**src/rtl/bit_select_serializer_if.sv**
```systemverilog
// Request/beat interface for bit_select_serializer: request channel in, serial bit beats out.
// The out_parity signal exists only when BIT_SELECT_SERIALIZER_PARITY_EN is defined.
interface bit_select_serializer_if #(
  parameter int SEL_W = 4
);
  localparam int N = 1 << SEL_W;

  logic             req_valid;
  logic             req_ready;
  logic             req_mode;
  logic [SEL_W-1:0] req_select;
  logic [SEL_W-1:0] req_len;
  logic [N-1:0]     req_data;
  logic             out_valid;
  logic             out_ready;
  logic             out_bit;
  logic [SEL_W-1:0] out_index;
  logic             out_last;
  logic             busy;
`ifdef BIT_SELECT_SERIALIZER_PARITY_EN
  logic             out_parity;

  modport master (
    output req_valid, req_mode, req_select, req_len, req_data, out_ready,
    input  req_ready, out_valid, out_bit, out_index, out_last, busy, out_parity
  );
  modport slave (
    input  req_valid, req_mode, req_select, req_len, req_data, out_ready,
    output req_ready, out_valid, out_bit, out_index, out_last, busy, out_parity
  );
`else
  modport master (
    output req_valid, req_mode, req_select, req_len, req_data, out_ready,
    input  req_ready, out_valid, out_bit, out_index, out_last, busy
  );
  modport slave (
    input  req_valid, req_mode, req_select, req_len, req_data, out_ready,
    output req_ready, out_valid, out_bit, out_index, out_last, busy
  );
`endif
endinterface

```
**src/rtl/bit_select_serializer.sv**
```systemverilog
// MSB-first bit selector / serial burst reader over a 2**SEL_W-bit word.
// Optional parity output enabled by defining BIT_SELECT_SERIALIZER_PARITY_EN.
module bit_select_serializer #(
  parameter int SEL_W = 4
) (
  input logic                    clk,
  input logic                    rst_n,
  bit_select_serializer_if.slave bus
);
  localparam int N = 1 << SEL_W;

  typedef enum logic [1:0] {IDLE, SINGLE, BURST} state_t;

  state_t           state_reg, state_next;
  logic [N-1:0]     data_reg, data_next;
  logic [SEL_W-1:0] index_reg, index_next;
  logic [SEL_W-1:0] remain_reg, remain_next;
  logic             valid_reg, valid_next;
  logic             bit_reg, bit_next;
  logic             last_reg, last_next;
  logic             acc_reg, acc_next;
  logic             parity_reg, parity_next;

  logic [N-1:0]     req_rev;
  logic [N-1:0]     data_rev;
  logic [SEL_W-1:0] index_inc;
  logic             xfer;
  logic             first_last;

  // Bit-reversed copies so that index 0 addresses the MSB with a plain lookup.
  generate
    for (genvar gi = 0; gi < N; gi++) begin : g_rev
      assign req_rev[gi]  = bus.req_data[N-1-gi];
      assign data_rev[gi] = data_reg[N-1-gi];
    end
  endgenerate

  assign index_inc  = index_reg + SEL_W'(1);
  assign xfer       = valid_reg && bus.out_ready;
  assign first_last = !bus.req_mode || (bus.req_len == '0);

  always_comb begin
    state_next  = state_reg;
    data_next   = data_reg;
    index_next  = index_reg;
    remain_next = remain_reg;
    valid_next  = valid_reg;
    bit_next    = bit_reg;
    last_next   = last_reg;
    acc_next    = acc_reg;
    parity_next = parity_reg;
    case (state_reg)
      IDLE: begin
        if (bus.req_valid) begin
          state_next  = bus.req_mode ? BURST : SINGLE;
          data_next   = bus.req_data;
          index_next  = bus.req_select;
          remain_next = bus.req_len;
          valid_next  = 1'b1;
          bit_next    = req_rev[bus.req_select];
          last_next   = first_last;
          acc_next    = 1'b0;
          parity_next = first_last ? req_rev[bus.req_select] : 1'b0;
        end
      end
      SINGLE, BURST: begin
        if (xfer) begin
          if (last_reg) begin
            state_next  = IDLE;
            valid_next  = 1'b0;
            last_next   = 1'b0;
            parity_next = 1'b0;
          end else begin
            // Index wraps N-1 -> 0 through natural SEL_W-bit overflow.
            index_next  = index_inc;
            bit_next    = data_rev[index_inc];
            remain_next = remain_reg - SEL_W'(1);
            last_next   = (remain_reg == SEL_W'(1));
            acc_next    = acc_reg ^ bit_reg;
            parity_next = (remain_reg == SEL_W'(1)) ?
                          (acc_reg ^ bit_reg ^ data_rev[index_inc]) : 1'b0;
          end
        end
      end
      default: begin
        state_next = IDLE;
        valid_next = 1'b0;
        last_next  = 1'b0;
      end
    endcase
  end

  always_ff @(posedge clk or negedge rst_n) begin
    if (!rst_n) begin
      state_reg  <= IDLE;
      data_reg   <= '0;
      index_reg  <= '0;
      remain_reg <= '0;
      valid_reg  <= 1'b0;
      bit_reg    <= 1'b0;
      last_reg   <= 1'b0;
      acc_reg    <= 1'b0;
      parity_reg <= 1'b0;
    end else begin
      state_reg  <= state_next;
      data_reg   <= data_next;
      index_reg  <= index_next;
      remain_reg <= remain_next;
      valid_reg  <= valid_next;
      bit_reg    <= bit_next;
      last_reg   <= last_next;
      acc_reg    <= acc_next;
      parity_reg <= parity_next;
    end
  end

  assign bus.req_ready = (state_reg == IDLE);
  assign bus.busy      = (state_reg != IDLE);
  assign bus.out_valid = valid_reg;
  assign bus.out_bit   = bit_reg;
  assign bus.out_index = index_reg;
  assign bus.out_last  = last_reg;
`ifdef BIT_SELECT_SERIALIZER_PARITY_EN
  assign bus.out_parity = parity_reg;
`else
  logic unused_parity;
  assign unused_parity = acc_reg ^ parity_reg;
`endif
endmodule

```
**src/flat_wrapper.sv**
```systemverilog
// flat-port wrapper written by rule: the top's interface ports become plain ports
module bit_select_serializer_flat 
#(
  parameter int SEL_W = 4
)
  (clk, rst_n, bus_req_valid, bus_req_mode, bus_req_select, bus_req_len, bus_req_data, bus_out_ready, bus_req_ready, bus_out_valid, bus_out_bit, bus_out_index, bus_out_last, bus_busy);
  bit_select_serializer_if #(.SEL_W(SEL_W)) bus_i ();
  input logic clk;
  input logic rst_n;
  input wire logic [$bits(bus_i.req_valid)-1:0] bus_req_valid;
  input wire logic [$bits(bus_i.req_mode)-1:0] bus_req_mode;
  input wire logic [$bits(bus_i.req_select)-1:0] bus_req_select;
  input wire logic [$bits(bus_i.req_len)-1:0] bus_req_len;
  input wire logic [$bits(bus_i.req_data)-1:0] bus_req_data;
  input wire logic [$bits(bus_i.out_ready)-1:0] bus_out_ready;
  output wire logic [$bits(bus_i.req_ready)-1:0] bus_req_ready;
  output wire logic [$bits(bus_i.out_valid)-1:0] bus_out_valid;
  output wire logic [$bits(bus_i.out_bit)-1:0] bus_out_bit;
  output wire logic [$bits(bus_i.out_index)-1:0] bus_out_index;
  output wire logic [$bits(bus_i.out_last)-1:0] bus_out_last;
  output wire logic [$bits(bus_i.busy)-1:0] bus_busy;
  assign bus_i.req_valid = bus_req_valid;
  assign bus_i.req_mode = bus_req_mode;
  assign bus_i.req_select = bus_req_select;
  assign bus_i.req_len = bus_req_len;
  assign bus_i.req_data = bus_req_data;
  assign bus_i.out_ready = bus_out_ready;
  assign bus_req_ready = bus_i.req_ready;
  assign bus_out_valid = bus_i.out_valid;
  assign bus_out_bit = bus_i.out_bit;
  assign bus_out_index = bus_i.out_index;
  assign bus_out_last = bus_i.out_last;
  assign bus_busy = bus_i.busy;
  bit_select_serializer #(.SEL_W(SEL_W)) u_core (.clk(clk), .rst_n(rst_n), .bus(bus_i));
endmodule
```
**config.mk**
```make
export PLATFORM = sky130hd
export DESIGN_NAME = bit_select_serializer_flat
export DESIGN_NICKNAME = d
export VERILOG_FILES = /design/src/rtl/bit_select_serializer_if.sv /design/src/rtl/bit_select_serializer.sv /design/src/flat_wrapper.sv
export SDC_FILE = /design/constraint.sdc
export NUM_CORES = 1
export LEC_CHECK = 0
export ABC_AREA = 1
export CAP_MARGIN = 25
export CORE_UTILIZATION = 55
export CTS_BUF_LIST = sky130_fd_sc_hd__clkbuf_2 sky130_fd_sc_hd__clkbuf_4 sky130_fd_sc_hd__clkbuf_8
export CTS_CLUSTER_SIZE = 24
export DETAILED_ROUTE_END_ITERATION = 10
export HOLD_SLACK_MARGIN = 0.08
export PLACE_DENSITY = 0.87
export REMOVE_ABC_BUFFERS = 1
export SYNTH_ARGS = -nofsm -noshare
export SYNTH_HDL_FRONTEND = slang
export SYNTH_SLANG_ARGS = --single-unit
```
**constraint.sdc**
```tcl
create_clock -name clk -period 2.8 [get_ports clk]
set_input_delay 0.56 -clock clk [delete_from_list [all_inputs] [get_ports clk]]
set_output_delay 0.56 -clock clk [all_outputs]
set_load 0.005 [all_outputs]
```
=== Yosys cells after proc, flatten, opt, wreduce, memory -nomap -nowiden ===
Index checks and enable logic that the tools add are counted.

* Multiplexer cells: 29
* Add/subtract/negate cells: 2
* $lt $le $gt $ge: 2
* Reduce and logical (&&, ||, !) cells: 12
* Eq/ne operators: 7

{| class="wikitable"
|+ Operators with widths
! cell !! count
|-
| $mux 4 || 6
|-
| $pmux 4 s2 || 2
|-
| $mux 1 || 11
|-
| $lt 4x5->1 const B || 2
|-
| $bmux 1 s4 || 2
|-
| $mux 2 || 4
|-
| $pmux 1 s2 || 3
|-
| $add 4x1->4 const B || 1
|-
| $eq 4x1->1 const B || 1
|-
| $logic_not 4->1 || 1
|-
| $ne 2x1->1 const B || 2
|-
| $ne 2x2->1 const B || 2
|-
| $pmux 2 s2 || 1
|-
| $reduce_and 2->1 || 2
|-
| $reduce_and 4->1 || 1
|-
| $reduce_bool 2->1 || 2
|-
| $sub 4x1->4 const B || 1
|-
| $reduce_and 3->1 || 1
|-
| $eq 2x1->1 const B || 1
|-
| $eq 2x2->1 const B || 1
|-
| $logic_not 2->1 || 1
|-
| $reduce_or 2->1 || 1
|-
| $logic_and 1x1->1 || 1
|-
| $logic_not 1->1 || 1
|-
| $logic_or 1x1->1 || 1
|}

* Input port bits: 29
* Output and inout bits: 9
* Word-level logic and storage cells: 59
* Register bits: 29

=== Depth between registers and ports, before layout ===
* Word-level depth: 6
* Depth in mapped cells: 12
* Gate-level depth less buffers: 11

=== Worst setup path before layout ===
OpenSTA, ideal clock, no wires.

* Kind: register to register
* From: register u_core.state_reg[0]
* To: register u_core.remain_reg[1]
* Setup time: 122 ps
* Path buffers: 2
* Cell stages (with the launch flop): 11
* Required time: 2678 ps
* Period minus slack after synthesis: 1477 ps
* Slack: 1323 ps
* Data arrival time: 1355 ps
* Cells stage by stage: dfrtp_1 -> inv_1 -> ha_1 -> buf_6 -> nand2_1 -> nand2_1 -> nand2_4 -> inv_4 -> buf_12 -> o211ai_2 -> o21ai_2

* Longest elaborated chain between the ends: 4
* Elaborated cells between the ends (all ways): 10
* Those cells by class: eq/ne: 5; mux: 1; reduce/logical: 4

{| class="wikitable"
|+ Ends and longest elaborated chain
! what !! RTL line !! text
|-
| start, declared || bit_select_serializer.sv:14 || <nowiki>state_t state_reg, state_next;</nowiki>
|-
| start signal, assigned || bit_select_serializer.sv:105 || <nowiki>state_reg <= state_next;</nowiki>
|-
| $eq 2x1->1 / $eq 2x2->1 (equally long branches) || n/a ||
|-
| $reduce_or 2->1 || bit_select_serializer.sv:52 || <nowiki>case (state_reg)</nowiki>
|-
| $ne 2x2->1 (no line), or another cell as far along || n/a ||
|-
| $reduce_and 4->1 (no line) || n/a ||
|-
| end signal, assigned || bit_select_serializer.sv:108 || <nowiki>remain_reg <= remain_next;</nowiki>
|-
| end, declared || bit_select_serializer.sv:17 || <nowiki>logic [SEL_W-1:0] remain_reg, remain_next;</nowiki>
|}

Parallel ways exist; a longest one is shown, timed or not.
A chain may end at the register's enable or synchronous reset.

=== Final worst setup path ===
* From: register u_core.state_reg[0]
* To: output port bus_busy

* Longest elaborated chain between the ends: 1

{| class="wikitable"
|+ Ends and longest elaborated chain
! what !! RTL line !! text
|-
| $reduce_bool 2->1 || bit_select_serializer.sv:118 || <nowiki>assign bus.busy = (state_reg != IDLE);</nowiki>
|-
| end, declared || flat_wrapper.sv:21 || <nowiki>output wire logic [$bits(bus_i.busy)-1:0] bus_busy;</nowiki>
|}

Every way passes these cells.

==> results.yml <==
outcome:
  status: "finished, final reports clean"
final_layout:
  layout_commonest_cell: "nand2_1"
  fillers: 265
  final-seq-area_um2: 726
  layout.nets: 314
  largest_register_ffs: 16
  drive_gt1_share_pct: 8.90
  multiInputGateArea_um2: 831
  num_antenna_cells: 0
  final_cell_mix: "73 x nand2_1, 37 x clkdlybuf4s50_1, 34 x inv_1"
  area_growth_pct: 25.0
  design_area_mm2: 0.00222
power:
  power_density_mw_per_mm2: 1100
  leakagePower_nw: 1.12
  peakVddDrop_v: 0.000572
global_routing:
  overflow: 0
  antenna_found_initial: 0
  grt_max_degree: 33
  grt_pass1_vias: 1497
  grtUsageTotal_pct: 25.1
  grt_pass1_wl_um: 6510
cts:
  cts_sinks: 29
  clockRootBuffer: "clkbuf_4"
  clk_latency_ps: 320
  clockBufferDepth: 2
  cts_max_level: 2
  post_cts_resized: 0
  cts_tree: "yes"
  cts_made_buffers: 5
  clk_pin_slew_ps: 100
  cts_setup_buffers: 0
  cts_hold_buf: 0
flow_run:
  maxCapViolCount: 0
drt:
  via_per_inst: 5.14
  drt_iter0_drc: 96
  drt_wl_total_um: 3800
  drc: 0
  dr.pass1.iters: 4
  wl_per_cell_um: 11.7
  num_vias: 1672
  final_antenna_net_count: 0
floorplanning:
  die-width_um: 58.8
  initial_core_util_pct: 58.1
  pin_count: 38
  core_area_mm2: 0.00305
  dieArea_mm2: 0.00345
  dieHeight_um: 58.8
  placementRows: 20
critical_path:
  crit_required_ps: 2240
  critical_path.max_fanout: 5
  reg2reg_from: "u_core.state_reg[0]"
  crit_path_end_kind: "output pin"
  worstPathArrival_ps: 1600
  crit_type: "flop to output pin"
  worstSetupStartpointType: "flop"
  crit_path_start: "u_core.state_reg[0]"
timing:
  grt_setup_unrepaired: "no"
  post-route-period-util_pct: 77.2
  fin_setup_tns_ps: 0
  slew_headroom_pct: 70.8
  post-route-min-period_ps: 2160
  report.final.slew_viol_count: 0
  finalHoldViolCount: 0
  skew_ps: 5.66
  tightest_slew_ps: 438
  fmax_mhz: 463
  setup_viol: 0
yosys:
  synth_cell_types: 26
  synth-warning-count: 0
  syn-cell-area_mm2: 0.00177
  syn_inst: 243
  ys_seq_area_share_pct: 40.9
  ys_ff_latch: 29
  syn_avg_cell_area_um2: 7.30
hold_path:
  hold_start: "u_core.data_reg[10]"
  hold_class: "flop to flop"
placement:
  placed_cell_area_mm2: 0.00215
  placement.io_buffers: 37
  dpl.hpwl_um: 2850
  place_congestion: 0.888
==> critical path, cell delays in order, from the launching register on <==
cell             delay [ps]
dfrtp_1                 360
inv_1                    60
ha_1                    250
inv_2                   110
clkdlybuf4s50_1         500
==> logic make-up after synthesis <==
kind of cell | count (synthesis) | synth area share, %
AOI/OAI and AO/OA | 44 | 15.9
xor gates and xnor gates | 2 | 0.988
adders and majority gates | 5 | 3.53
buffers and inverters | 48 | 12.2
DFF | 29 | 40.9
and+or+nand+nor | 115 | 26.5
==> cell type report <==
cell class | instances | share of cell area, %
Clock inverter | 1 | 0.226
Multi-Input combinational cell | 166 | 37.5
Clock buffer | 7 | 2.94
Sequential cell | 29 | 32.7
Timing Repair Buffer | 39 | 17.4
Tap cell | 44 | 2.48
Inverter | 39 | 6.72
==> per-layer routing <==
layer / vias to the layer above / part of all wire [%] / track usage (%)
met4: 0 / 0.81 / 6.12
met2: 66 / 47 / 41.4
met5: - / 0 / 0
met1: 757 / 45 / 34.3
li1: 844 / - / -
met3: 5 / 6.8 / 4.62
==> Yosys cell counts <==
| library cell | number | area [µm²] |
|---|---|---|
| buf_2 | 2 | 10.0 |
| o21ai_2 | 5 | 43.8 |
| a31oi_2 | 2 | 25.0 |
| nand2_4 | 1 | 11.3 |
| o21ai_4 | 1 | 16.3 |
| buf_4 | 2 | 15.0 |
| buf_12 | 1 | 20.0 |
| nand2_1 | 73 | 274 |
| nand4_1 | 1 | 6.26 |
| nor3_1 | 1 | 5.00 |
| o221ai_1 | 1 | 8.76 |
| ha_1 | 5 | 62.6 |
| xor2_1 | 2 | 17.5 |
| o21ai_0 | 27 | 135 |
| clkbuf_1 | 3 | 11.3 |
| dfrtp_1 | 29 | 726 |
| a21oi_1 | 4 | 20.0 |
| a211oi_1 | 1 | 7.51 |
| inv_2 | 4 | 15.0 |
| buf_6 | 1 | 11.3 |
| o211ai_2 | 1 | 12.5 |
| inv_4 | 1 | 6.26 |
| nor2_1 | 18 | 67.6 |
| o22ai_1 | 2 | 12.5 |
| inv_1 | 34 | 128 |
| nand3_1 | 21 | 105 |
==> path summary, 6_finish.rpt <==
check                                          end  slack (ps)  cells past startpoint
max                                       bus_busy         640                      4
min                            u_core.data_reg[10]         500                      2
max reg2reg                   u_core.remain_reg[2]         900                      9
min reg2reg                    u_core.data_reg[10]         500                      2
max in group asynchronous     u_core.remain_reg[2]        1910                      2
min in group asynchronous  u_core.bus.out_index[2]         620                      2
==> report_power, final <==
group          total [mW]  internal (mW)  leakage, nW  switching [mW]
combinational        1.38          0.566        0.720           0.813
sequential          0.773          0.627        0.355           0.146
clock               0.293          0.145       0.0413           0.148
==> per-stage QoR <==
step                worst slack (ps)  instances  hold WS [ps]  util [%]  power, mW
floorplan                       1190        234           264         -       1.72
global placement                 853        317           460      70.3       2.11
detailed placement               789        317           473      70.3       2.15
CTS                              634        325           497      72.6       2.44
global route                     575        325           522      72.6       2.67
finish                           639        325           497      72.6       2.44
No activity file was read; power rests on OpenSTA's default activity.
